## src/rtl/unified_mem_arbiter.sv

```systemverilog
// Arbitrates IF and DM ports onto one single-port, fixed-latency memory.
// DM has priority; a starvation counter forces an IF grant after STARVE_LIM DM grants.
module unified_mem_arbiter #(
  parameter int ADDR_W     = 16,
  parameter int DATA_W     = 16,
  parameter int MEM_LAT    = 2,
  parameter int STARVE_LIM = 3
) (
  input  logic              clk,
  input  logic              rst,
  input  logic              if_req,
  input  logic [ADDR_W-1:0] if_addr,
  output logic [DATA_W-1:0] if_rdata,
  output logic              if_ack,
  output logic              if_stall,
  input  logic              dm_req,
  input  logic              dm_we,
  input  logic [ADDR_W-1:0] dm_addr,
  input  logic [DATA_W-1:0] dm_wdata,
  output logic [DATA_W-1:0] dm_rdata,
  output logic              dm_ack,
  output logic              dm_stall,
  output logic              mem_en,
  output logic              mem_we,
  output logic [ADDR_W-1:0] mem_addr,
  output logic [DATA_W-1:0] mem_wdata,
  input  logic [DATA_W-1:0] mem_rdata
);

  typedef enum logic [1:0] {IDLE, ISSUE, WAIT, DONE} state_t;
  typedef enum logic {OWN_IF, OWN_DM} owner_t;

  state_t     state, state_nxt;
  owner_t     owner;
  logic       we_q;
  logic [3:0] starve_cnt;
  logic [3:0] wait_cnt;
  logic       any_req;
  logic       if_win;
  logic       last_wait;

  assign any_req   = if_req | dm_req;
  assign if_win    = if_req & (~dm_req | (starve_cnt == 4'(STARVE_LIM)));
  assign last_wait = (wait_cnt == 4'd1);

  assign if_stall  = if_req & ~if_ack;
  assign dm_stall  = dm_req & ~dm_ack;

  // NOTE: sequential state uses non-blocking assignments so every register samples pre-edge values.
  always_ff @(posedge clk) begin
    if (rst) state <= IDLE;
    else     state <= state_nxt;
  end

  // NOTE: state_nxt is defaulted first so no path through the case can infer a latch.
  always_comb begin
    state_nxt = state;
    case (state)
      IDLE:    if (any_req) state_nxt = ISSUE;
      ISSUE:   state_nxt = WAIT;
      WAIT:    if (last_wait) state_nxt = DONE;
      DONE:    state_nxt = IDLE;
      default: state_nxt = IDLE;
    endcase
  end

  always_ff @(posedge clk) begin
    // NOTE: reset is synchronous and clears every register, dropping any in-flight access.
    if (rst) begin
      owner      <= OWN_IF;
      we_q       <= 1'b0;
      starve_cnt <= '0;
      wait_cnt   <= '0;
      mem_en     <= 1'b0;
      mem_we     <= 1'b0;
      mem_addr   <= '0;
      mem_wdata  <= '0;
      if_ack     <= 1'b0;
      dm_ack     <= 1'b0;
      if_rdata   <= '0;
      dm_rdata   <= '0;
    end else begin
      mem_en <= 1'b0;
      if_ack <= 1'b0;
      dm_ack <= 1'b0;
      case (state)
        IDLE: if (any_req) begin
          // mem_* registers double as the latched request, so the strobe lands in ISSUE.
          owner    <= if_win ? OWN_IF : OWN_DM;
          we_q     <= ~if_win & dm_we;
          mem_en   <= 1'b1;
          mem_we   <= ~if_win & dm_we;
          mem_addr <= if_win ? if_addr : dm_addr;
          if (!if_win) mem_wdata <= dm_wdata;
          if (if_win || !if_req)                     starve_cnt <= '0;
          else if (starve_cnt != 4'(STARVE_LIM))     starve_cnt <= starve_cnt + 4'd1;
        end
        ISSUE: begin
          mem_we   <= 1'b0;
          wait_cnt <= 4'(MEM_LAT);
        end
        WAIT: begin
          wait_cnt <= wait_cnt - 4'd1;
          if (last_wait) begin
            if (owner == OWN_IF) begin
              if_rdata <= mem_rdata;
              if_ack   <= 1'b1;
            end else begin
              if (!we_q) dm_rdata <= mem_rdata;
              dm_ack <= 1'b1;
            end
          end
        end
        default: ;
      endcase
    end
  end

endmodule

```

## config.mk

```make
export PLATFORM = sky130hd
export DESIGN_NAME = unified_mem_arbiter
export DESIGN_NICKNAME = d
export VERILOG_FILES = /design/src/rtl/unified_mem_arbiter.sv
export SDC_FILE = /design/constraint.sdc
export NUM_CORES = 1
export LEC_CHECK = 0
export CORE_AREA = 4 4 132 71
export CTS_BUF_LIST = sky130_fd_sc_hd__clkbuf_2
export DETAILED_ROUTE_END_ITERATION = 16
export DIE_AREA = 0 0 136 75
export PLACE_DENSITY = 0.89
export SLEW_MARGIN = 0
export SYNTH_ARGS = -nofsm -noshare
export SYNTH_HDL_FRONTEND = slang
export SYNTH_SLANG_ARGS = --single-unit
```

## constraint.sdc

```tcl
create_clock -name clk -period 1.9 [get_ports clk]
set_input_delay 0.19 -clock clk [delete_from_list [all_inputs] [get_ports clk]]
set_output_delay 0.19 -clock clk [all_outputs]
set_load 0.02 [all_outputs]
```

# Word-level counts from Yosys, hierarchy flattened
# Cells that the tools add are included.
# op_classes
add_sub_neg	2
eq_ne	8
n_mux	13
bitwise_logic	15
n_reduce_logical	15
# ops
op	n
two-way mux 16 bit	1
NOT 1 bit	9
AND reduction 3 bit	3
two-way mux 4 bit	2
case mux 2 bit (4 select lines)	1
case mux 4 bit (2 select lines)	1
AND reduction 2 bit	3
nonzero test 2 bit	3
two-way mux 1 bit	5
adder 4 x 1 -> 4 bit (second input constant)	1
bitwise AND 1 bit	4
equality test 2 bit (second input constant)	2
equality test 4 x 1 -> 1 bit (second input constant)	1
equality test 4 x 2 -> 1 bit (second input constant)	1
two-way mux 2 bit	2
inequality test 2 bit (second input constant)	2
inequality test 4 x 2 -> 1 bit (second input constant)	1
AND reduction 4 bit	1
subtractor 4 x 1 -> 4 bit (second input constant)	1
OR reduction 3 bit	1
equality test 2 x 1 -> 1 bit (second input constant)	1
zero test 2 bit	1
OR 1 bit	2
case mux 1 bit (2 select lines)	1
3 further kinds	3
# word_totals
register_bits	80
inputBits	69
output_inout_bits	70
wordCells	66

# Depth between registers and ports, before layout
# logic_depth
depth_word	7
depth_mapped	8
mapped_depth_nobuf	5

# Worst setup path after synthesis
# No wires, ideal clock.
# synth_timing
kind	reg2reg
start	reg state[0]
end	reg dm_rdata[11]
setup_ns	0.070
t_arrival_ns	1.465
required_time_ns	1.830
path_slack_ns	0.365
stages_incl_launch_ff	9
path_buffers	3
synth_period_minus_slack_ns	1.535
cell_sequence	dfxtp_1 > inv_1 > ha_1 > buf_2 > and4bb_2 > clkbuf_1 > buf_2 > nand4b_1 > a21oi_1
# synth_via
elab_chain_cells	2
# synth_rtl
element	line_no	source
start: declaration	33	state_t state, state_nxt;
start signal: assignment	52	else state <= state_nxt;
equality test 2 bit	86	case (state)
AND reduction 4 bit (no source line)	n/a	
end signal: assignment	109	if (!we_q) dm_rdata <= mem_rdata;
end: declaration	20	output logic [DATA_W-1:0] dm_rdata,
# Every way passes these cells.
# A chain may end at the register's enable or synchronous reset.

# Worst setup path after layout
# layout_timing
start	reg if_ack
end	out if_ack
# layout_lines
element	line_no	source
start: declaration	14	output logic if_ack,
start signal: assignment	78	if_ack <= 1'b0;
start signal: assignment	84	if_ack <= 1'b0;
start signal: assignment	107	if_ack <= 1'b1;
# No word-level cell between the ends.

==> metrics.txt <==
Fmax approximately 560 MHz; clock sinks 80; delay-heaviest family, CP buffers and inverters; Longest Clk Path Bufs 2; Critical R2R Launch state[0]; Setup crit end if_ack; port buffer count between 100 and 150; fin. max-slew vios 0; slowest stage delay, CP between 0.6 and 0.7 ns; area leader, netlist dfxtp_1; post-DR vias/cell 5.444; total wire length around 11,000 um; minimum clock period 1.794 ns; Layout fillers around 660; Synth Flop Type dfxtp_1; fin crit share 0.9442; setup repair bufs after CTS 0; Clock Pin Slew Worst Setup and Hold Paths around 0.22 ns; Post-DP Area just over 5000 um2; Worst Tran Pin Value approximately 0.52 ns; Die H between 70 and 80 um; largest net degree at the start of global routing 42; final hold violations 0; Yosys top cell area share 0.4440; Post-CTS Hold Buffers 0; Area Growth Syn to Fin 45.27%; Crit path required time 1.71 ns; CP Launch Type register; cts bufs inserted 9; Clock Skew 0.03479 ns; initial antenna violation count 0; post-route cell area ~5200 um2; Mapped Cells between 300 and 400; Crit-path slowest cell clkdlybuf4s50_1; routability congestion estimate between 0.8 and 0.9; gr usage total 0.2027; first-pass GRT wire length around 16,000 um; final core utilization 0.6300; crit-path cells clkdlybuf4s50_1; Synth Warn # 0; post-synthesis sequential area ratio 0.4440; area taken by multi-input logic gates roughly 1800 um2; core area 8318 um2; count of cell types in the netlist 37; Crit Path Max Fanout 2; post-synthesis cell area between 3000 and 4000 um2; M1 wire length 4774 um; worst path bufs/invs 1; Clock H-tree levels 3; most frequent cells in the layout 133 x clkdlybuf4s50_1, 80 x dfxtp_1, 36 x a21oi_1, 36 x nand2b_1, 35 x o21ai_0; MaxCap Viol Count 0; DIE AREA 10,200 um2; chip width approximately 140 um; Max Used Layer met4; Storage cell area ~1600 um2; Worst R2R End if_rdata[15]; vias 3,517; FF-to-FF path depth 6; Seq cells post-synth 80; VDD IR max a little over 0.5 mV; Clock Latency Late Sink 0.55 ns; final setup vio count 0; initial drt markers between 200 and 300; PostCTS Resize Cnt 0; # diodes 0; async set-reset flop share out of synthesis 0; Pwr Density about 1000 nW/um2; status completed; crit end category output pin; post-route ant nets 0; number of synthesized flops with an enable pin 0; most common cell after layout, fill and taps aside clkdlybuf4s50_1; nets@finish 601; Root Driver clkbuf_2; Overflow after GRT 0; Starting Density 0.4337; CP Launch Point if_ack; Syn Area/Cell roughly 9 um2; CP Depth 1; row count 24; Pleak ~1.9 nW; fraction of layout cells with a size suffix above 1 0.07750; FF-to-FF setup slack 0.15 ns; final setup TNS 0 ns; hold crit path type input port to register; top-level port count ~140; DRC Markers 0; CTS tree done; DP Wirelength 7616 um; DRT Pass-1 Iters 7; WS Path Type register to output pin; metal3 WL 875 um; vias in the first global route between 3,000 and 4,000; net count after synthesis 475; unrepaired setup endpoints after global routing false; Rel. slew slack 0.6521; met2 wire len ~4800 um; ranking of synthesized cells by area dfxtp_1 44%, nand2b_1 6.2%, a21oi_1 5.0%, mux2i_1 5.0%, o21ai_0 4.9%; CP arrival between 1.5 and 2 ns; wire per inst roughly 16 um
==> cells in the mapped netlist, drive strengths merged, types with 16 or more instances <==
master and n:
dfxtp 80, a21oi 36, nand2b 36, o21ai 36
clkbuf 30, nor2 20, a211oi 19, nand3 19
mux2i 18, nand4b 18, and4b 16, nor4 16
==> cell type report <==
| cell class | count | area share |
|---|---|---|
| Timing Repair Buffer | 157 | 0.2966 |
| Inverter | 6 | 0.004298 |
| Sequential cell | 80 | 0.3056 |
| Tap cell | 117 | 0.02794 |
| Clock inverter | 5 | 0.01122 |
| Multi-Input combinational cell | 271 | 0.3448 |
| Clock buffer | 10 | 0.009551 |
==> flip-flops by register name, summed over array words and instances (netlist names), 2 cells and up <==
| register | count |
|---|---|
| mem_wdata | 16 |
| starve_cnt | 4 |
| mem_addr | 16 |
| state | 2 |
| wait_cnt | 4 |
| dm_rdata | 16 |
| if_rdata | 16 |
==> where the power goes <==
part	internal, W	switching [W]	total [W]
Combinational	0.00104	0.00130	0.00234
Clock	0.000300	0.000600	0.000900
Sequential	0.00195	0.000167	0.00212
Total	0.00329	0.00207	0.00536
==> metal layers <==
metal  global-route usage  vias to the layer above
li1                     -                     1703
met1               0.2588                     1658
met2               0.3293                      142
met3              0.08211                       14
met4              0.04246                        0
met5                    0                        -
==> worst min-delay path, cell delays in order <==
cell and delay (ns):
clkdlybuf4s50_1 0.39, nand2b_1 0.06, mux2i_1 0.06
==> through the flow <==
stage                     hold WS [ns]  power [W]  worst slack, ns  std cells
after global placement          0.4582   0.004362           0.1019        631
after global routing            0.1152   0.005704         0.003176        646
after detailed placement        0.4641   0.004466          0.03679        631
after CTS                       0.1409   0.005371          0.01276        646
after floorplan                 0.3377   0.003529           0.3648        399
final                           0.1815   0.005362           0.1060        646
==> cells by family after synthesis <==
family / count (synthesis) / share of synthesized area
fa+ha+maj: 7 / 0.02428
compound gates: 99 / 0.1575
buf+inv: 48 / 0.05758
simple gates: 145 / 0.2619
xor+xnor: 2 / 0.004857
flops: 80 / 0.4440
mux: 18 / 0.04995
==> worst min path at each step <==
| stage | slack (ns) | startpoint | to | depth (start not counted) |
|---|---|---|---|---|
| global placement | 0.46 | mem_wdata[9] | mem_wdata[9] | 2 |
| detailed placement | 0.46 | mem_wdata[7] | mem_wdata[7] | 2 |
| CTS | 0.14 | dm_wdata[6] | mem_wdata[6] | 3 |
| global route | 0.12 | dm_wdata[7] | mem_wdata[7] | 3 |
| floorplan | 0.34 | mem_rdata[10] | if_rdata[10] | 2 |
| finish | 0.18 | dm_wdata[8] | mem_wdata[8] | 3 |
Power figures use the tool's default switching activity.
